## src/rtl/setup_selector_pkg.sv

```systemverilog
// setup_selector shared types and defaults.
// Optional auto-repeat is enabled by defining HOLD_REPEAT_EN.
package setup_selector_pkg;

    localparam int SETUP_W        = 2;
    localparam int DEB_CYCLES_DEF = 1000000;
    localparam int REPEAT_DLY_DEF = 50000000;
    localparam int REPEAT_PER_DEF = 12500000;

    typedef enum logic [1:0] {
        IDLE,
        HOLD_WAIT,
        REPEAT
    } rep_state_e;

    // One modulo-4 step of the select code in the requested direction.
    function automatic logic [SETUP_W-1:0] setup_step(
        input logic [SETUP_W-1:0] cur,
        input logic               up
    );
        return up ? cur + 1'b1 : cur - 1'b1;
    endfunction

endpackage

```

## src/rtl/key_debounce.sv

```systemverilog
// Two-flop synchroniser plus counter debounce for one active-low key.
// lvl is the accepted level (1 = pressed); rise pulses for one cycle on press.
module key_debounce
    import setup_selector_pkg::*;
#(
    parameter int DEB_CYCLES = DEB_CYCLES_DEF
) (
    input  logic clk_50m,
    input  logic rst_n,
    input  logic key_n,
    output logic lvl,
    output logic rise
);

    localparam int             CW      = $clog2(DEB_CYCLES);
    localparam logic [CW-1:0]  CNT_END = CW'(DEB_CYCLES - 1);

    logic [1:0]    sync;
    logic [CW-1:0] cnt;
    logic          lvl_q;
    logic          pressed;

    assign pressed = ~sync[1];
    assign rise    = lvl & ~lvl_q;

    // Bring the raw key into the clock domain; idle state is released.
    always_ff @(posedge clk_50m or negedge rst_n) begin
        if (!rst_n) begin
            sync <= 2'b11;
        end else begin
            sync <= {sync[0], key_n};
        end
    end

    // Accept a new level only after DEB_CYCLES consecutive mismatching samples.
    always_ff @(posedge clk_50m or negedge rst_n) begin
        if (!rst_n) begin
            cnt <= '0;
            lvl <= 1'b0;
        end else if (pressed == lvl) begin
            cnt <= '0;
        end else if (cnt == CNT_END) begin
            cnt <= '0;
            lvl <= pressed;
        end else begin
            cnt <= cnt + 1'b1;
        end
    end

    // Delayed copy of the accepted level for press-edge detection.
    always_ff @(posedge clk_50m or negedge rst_n) begin
        if (!rst_n) begin
            lvl_q <= 1'b0;
        end else begin
            lvl_q <= lvl;
        end
    end

endmodule

```

## src/rtl/setup_selector.sv

```systemverilog
// Turns debounced UP/DOWN presses into a modulo-4 setup code with change pulse.
// Define HOLD_REPEAT_EN to add hold-to-auto-repeat on a single held key.
module setup_selector
    import setup_selector_pkg::*;
#(
    parameter int                 DEB_CYCLES = DEB_CYCLES_DEF,
    parameter logic [SETUP_W-1:0] SETUP_INIT = 2'b00,
    parameter int                 REPEAT_DLY = REPEAT_DLY_DEF,
    parameter int                 REPEAT_PER = REPEAT_PER_DEF
) (
    input  logic               clk_50m,
    input  logic               rst_n,
    input  logic               key_up_n,
    input  logic               key_dn_n,
    output logic [SETUP_W-1:0] setup,
    output logic               setup_chg,
    output logic               up_lvl,
    output logic               dn_lvl
);

    logic up_ev;
    logic dn_ev;
    logic inc;
    logic dec;

    if (DEB_CYCLES < 2 || REPEAT_DLY < 1 || REPEAT_PER < 1) begin : g_bad_param
        $error("setup_selector: illegal parameter value");
    end

    key_debounce #(
        .DEB_CYCLES(DEB_CYCLES)
    ) u_deb_up (
        .clk_50m(clk_50m),
        .rst_n  (rst_n),
        .key_n  (key_up_n),
        .lvl    (up_lvl),
        .rise   (up_ev)
    );

    key_debounce #(
        .DEB_CYCLES(DEB_CYCLES)
    ) u_deb_dn (
        .clk_50m(clk_50m),
        .rst_n  (rst_n),
        .key_n  (key_dn_n),
        .lvl    (dn_lvl),
        .rise   (dn_ev)
    );

`ifdef HOLD_REPEAT_EN
    localparam int TMAX = (REPEAT_DLY > REPEAT_PER) ? REPEAT_DLY : REPEAT_PER;
    localparam int TW   = (TMAX > 1) ? $clog2(TMAX) : 1;
    localparam logic [TW-1:0] DLY_END = TW'(REPEAT_DLY - 1);
    localparam logic [TW-1:0] PER_END = TW'(REPEAT_PER - 1);

    rep_state_e    state;
    logic [TW-1:0] timer;
    logic          hold_dn;
    logic          rep_up;
    logic          rep_dn;
    logic          held_lvl;
    logic [TW-1:0] t_end;

    assign held_lvl = hold_dn ? dn_lvl : up_lvl;
    assign t_end    = (state == HOLD_WAIT) ? DLY_END : PER_END;

    // Repeat FSM: wait out the hold delay, then emit periodic synthetic events.
    always_ff @(posedge clk_50m or negedge rst_n) begin
        if (!rst_n) begin
            state   <= IDLE;
            timer   <= '0;
            hold_dn <= 1'b0;
            rep_up  <= 1'b0;
            rep_dn  <= 1'b0;
        end else begin
            rep_up <= 1'b0;
            rep_dn <= 1'b0;
            case (state)
                IDLE: begin
                    if ((up_ev ^ dn_ev) && (up_lvl ^ dn_lvl)) begin
                        state   <= HOLD_WAIT;
                        timer   <= '0;
                        hold_dn <= dn_ev;
                    end
                end
                HOLD_WAIT, REPEAT: begin
                    if (!held_lvl || (up_lvl && dn_lvl)) begin
                        state <= IDLE;
                        timer <= '0;
                    end else if (timer == t_end) begin
                        state  <= REPEAT;
                        timer  <= '0;
                        rep_up <= ~hold_dn;
                        rep_dn <= hold_dn;
                    end else begin
                        timer <= timer + 1'b1;
                    end
                end
                default: begin
                    state <= IDLE;
                    timer <= '0;
                end
            endcase
        end
    end

    assign inc = up_ev | rep_up;
    assign dec = dn_ev | rep_dn;
`else
    assign inc = up_ev;
    assign dec = dn_ev;
`endif

    // Apply a single-direction event; opposing events cancel out.
    always_ff @(posedge clk_50m or negedge rst_n) begin
        if (!rst_n) begin
            setup     <= SETUP_INIT;
            setup_chg <= 1'b0;
        end else begin
            setup_chg <= 1'b0;
            if (inc ^ dec) begin
                setup     <= setup_step(setup, inc);
                setup_chg <= 1'b1;
            end
        end
    end

endmodule

```

## config.mk

```make
export PLATFORM = sky130hd
export DESIGN_NAME = setup_selector
export DESIGN_NICKNAME = d
export VERILOG_FILES = /design/src/rtl/setup_selector_pkg.sv /design/src/rtl/key_debounce.sv /design/src/rtl/setup_selector.sv
export SDC_FILE = /design/constraint.sdc
export NUM_CORES = 1
export LEC_CHECK = 0
export BUFFER_PORTS_ARGS = -buffer_cell sky130_fd_sc_hd__buf_4
export CORE_UTILIZATION = 40
export CTS_CLUSTER_SIZE = 24
export DETAILED_ROUTE_END_ITERATION = 8
export HOLD_SLACK_MARGIN = 0.03
export PLACE_DENSITY = 0.67
export SLEW_MARGIN = 30
export SYNTH_ARGS = -nofsm -noshare
export SYNTH_HDL_FRONTEND = slang
export SYNTH_SLANG_ARGS = --single-unit
```

## constraint.sdc

```tcl
create_clock -name clk_50m -period 2.7 [get_ports clk_50m]
set_input_delay 0.135 -clock clk_50m [delete_from_list [all_inputs] [get_ports clk_50m]]
set_output_delay 0.135 -clock clk_50m [all_outputs]
set_load 0.1 [all_outputs]
```

==> results.sh <==
export IMPL_outcome="complete, no violations"
export IMPL_cts_root_buf="clkbuf_8"
export IMPL_fin_crit_ns=2.09
export IMPL_ant_nets=0
export IMPL_layout_commonest_cell="dfrtp_1"
export IMPL_ir_worst_vdd_mv=0.221
export IMPL_dr_pass1_iters=4
export IMPL_clock_skew_ns=0.0131
export IMPL_power_switching_uw=277
export IMPL_finalHoldViolCount=0
export IMPL_drive_gt1_frac=0.123
export IMPL_start_util=0.413
export IMPL_grt_pass1_wl_microns=7360
export IMPL_synth_fp_nets=245
export IMPL_route_detailed_wl_per_inst_microns=13.0
export IMPL_route_detailed_drc=0
export IMPL_clk_latency_ns=0.30
export IMPL_cts_clk_slew_worst_paths_ns=0.09
export IMPL_yosys_mux_area_fraction=0
export IMPL_portBuffers=8
export IMPL_placed_cells=317
export IMPL_slew_viol_final=0
export IMPL_p_seq_frac=0.626
export IMPL_worst_slack_ns=0.606
export IMPL_drtIter0Drc=130
export IMPL_grt_pass1_vias=1629
export IMPL_synth_seq_area_share=0.528
export IMPL_cts_num_sinks=51
export IMPL_preCtsSetupSlack_ns=0.593
export IMPL_grt_max_degree=52
export IMPL_cap_violations=0
export IMPL_synth_area_sq_mm=0.00243
export IMPL_worstPathArrival_ns=2.27
export IMPL_reg2reg_setup_slack_ns=0.61
export IMPL_synthAdderAreaFrac=0.0103
export IMPL_grt_overflow_total=0
export IMPL_pwr_share_clk=0.336
export IMPL_dieArea_sq_mm=0.00639
export IMPL_fin_nets=258
export IMPL_cts_max_path_buffers=2
export IMPL_synth_xor_area_frac=0.115
export IMPL_finalHoldWorstSlack_ns=0.358
export IMPL_ys_ff_latch=51
export IMPL_yosys_area_top_type="dfrtp_1"
export IMPL_setup_viol=0
export IMPL_synth_compound_area_frac=0.0665
export IMPL_p_int_uw=975
export IMPL_syn_area_per_cell_sq_um=10.2
export IMPL_cp_required_ns=2.88
export IMPL_cts_made_buffers=5
export IMPL_ys_types=36
export IMPL_p_total_uw=1250
export IMPL_path_class="reg2reg"
export IMPL_finalSetupTns_ns=0
export IMPL_row_count=28
export IMPL_powerDensity_mw_per_mm2=466
export IMPL_synthCells=239
export IMPL_gp_congestion=0.786
export IMPL_h_tree_depth=2
export IMPL_drt_wl_total_microns=4250
export IMPL_dieWidth_microns=79.9
export IMPL_p_sw_frac=0.221
export IMPL_final_cell_mix="dfrtp_1, nor2_1, xnor2_1"
export IMPL_via_count=1720
export IMPL_cp_start_kind="flip-flop"
export IMPL_core_sq_mm=0.00589
export IMPL_p_leak_uw=0.00106
export IMPL_rsz0062_at_grt="no"
export IMPL_fmax_mhz=477
export IMPL_grtUsageTotal=0.147
export IMPL_cts_resized=0
export IMPL_num_antenna_cells=0
export IMPL_p_comb_frac=0.038
export IMPL_critPathMaxFanout=13
export IMPL_die_h_microns=79.9
export IMPL_io_pins=9
export IMPL_end_kind="flip-flop"
export IMPL_nFillCells=557
export IMPL_vias_per_cell=5.24
export IMPL_synth_warnings=0
export IMPL_syn_to_final_growth_pct=10.7
export IMPL_timing_final_crit_share=0.776
export IMPL_synth_top_family_by_area="simple AND/OR/NAND/NOR gates"
export IMPL_fin_cells=328
export IMPL_max_slew_margin=0.576
export IMPL_tightestPinTransition_ns=0.630
export IMPL_antenna_found_initial=0
export IMPL_post_synth_top_area_fraction=0.484
export IMPL_synth_area_leaders="dfrtp_1, xnor2_1, nor2_1"
export IMPL_min_path_type="reg2reg"
export IMPL_place_hpwl_microns=2940
export IMPL_cts_tree="built"
export IMPL_synth_simple_area_share=0.256
## critical path: stages (launching register included)
cell and delay, ns:
dfrtp_1 0.40, ha_1 0.22, and3_1 0.21, nand3_1 0.18
o31ai_2 0.59, buf_4 0.31, a21oi_1 0.06
## power by group through the flow
stage	clock (uW)	combinational (uW)	sequential, uW
2_1_floorplan	0	22.3	798
3_3_place_gp	0	46.0	799
3_5_place_dp	0	46.3	799
4_1_cts	434	50.0	784
5_1_grt	468	55.4	786
6_report	420	47.8	784
## per-stage QoR
step                       util  area [sq um]
final                     0.457          2690
after global routing      0.457          2690
after CTS                 0.457          2690
after detailed placement  0.438          2580
after global placement    0.438          2580
after floorplan               -          2430
## synthesized netlist by cell type (all sizes together)
cell / instances
a21oi: 9
and2: 2
and3: 6
buf: 3
clkbuf: 4
dfrtp: 47
dfstp: 4
ha: 2
inv: 8
nand2: 13
nand2b: 1
nand3: 11
nand3b: 3
nand4: 11
nand4b: 4
nor2: 34
nor2b: 1
nor3: 8
nor4: 9
nor4b: 3
o21a: 1
o21ai: 8
o21ba: 1
o31ai: 5
o41ai: 2
or2: 1
or3: 4
or4: 2
xnor2: 27
xor2: 5
## cell families (layout without fill, tap and decap cells)
| group | Yosys count | after routing |
|---|---|---|
| AO/OA/AOI/OAI | 26 | 26 |
| XOR/XNOR | 32 | 32 |
| adder cells (fa/ha/maj) | 2 | 2 |
| buffers and inverters | 15 | 29 |
| flip-flops | 51 | 51 |
| AND/OR/NAND/NOR | 113 | 113 |
## timing repair
item / CTS / global route
setup buffers: 0 / 0
endpoints found under the setup margin: 0 / 0
hold endpoints to repair: 49 / 0
hold buffers: 3 / 0
## sequential cells by signal (all words and copies together), names as in the netlist
name / count
u_deb_up.lvl: 1
u_deb_up.cnt: 20
u_deb_up.lvl_q: 1
u_deb_dn.cnt: 20
u_deb_dn.lvl: 1
u_deb_up.sync: 2
u_deb_dn.lvl_q: 1
setup_chg: 1
u_deb_dn.sync: 2
setup: 2
## layer usage
layer,vias to the layer above,GRT usage,share of wire
met5,-,0,0
met4,0,0.0429,0.0059
met3,2,0.0309,0.031
met2,36,0.226,0.46
met1,813,0.207,0.51
li1,869,-,-
## final timing paths
path | startpoint | end | cells after the start
max in group asynchronous | rst_n | u_deb_dn.cnt[7]$_DFF_PN0_ | 2
min reg2reg | u_deb_up.sync[0]$_DFF_PN1_ | u_deb_up.sync[1]$_DFF_PN1_ | 0
max | u_deb_up.cnt[0]$_DFF_PN0_ | u_deb_up.cnt[19]$_DFF_PN0_ | 6
min | u_deb_up.sync[0]$_DFF_PN1_ | u_deb_up.sync[1]$_DFF_PN1_ | 0
min in group asynchronous | rst_n | u_deb_dn.cnt[17]$_DFF_PN0_ | 2
max reg2reg | u_deb_up.cnt[0]$_DFF_PN0_ | u_deb_up.cnt[19]$_DFF_PN0_ | 6
## layout make-up
cell class	instances	area, sq um	area share
timing repair buffer	13	105	0.0391
inverter	8	30.0	0.0112
tap	75	93.8	0.0349
clock buffer	7	76.3	0.0284
multi-input combinational	173	1100	0.408
clock inverter	1	5.00	0.00186
sequential	51	1280	0.477
Note: power is estimated with default switching activity, not from simulation.
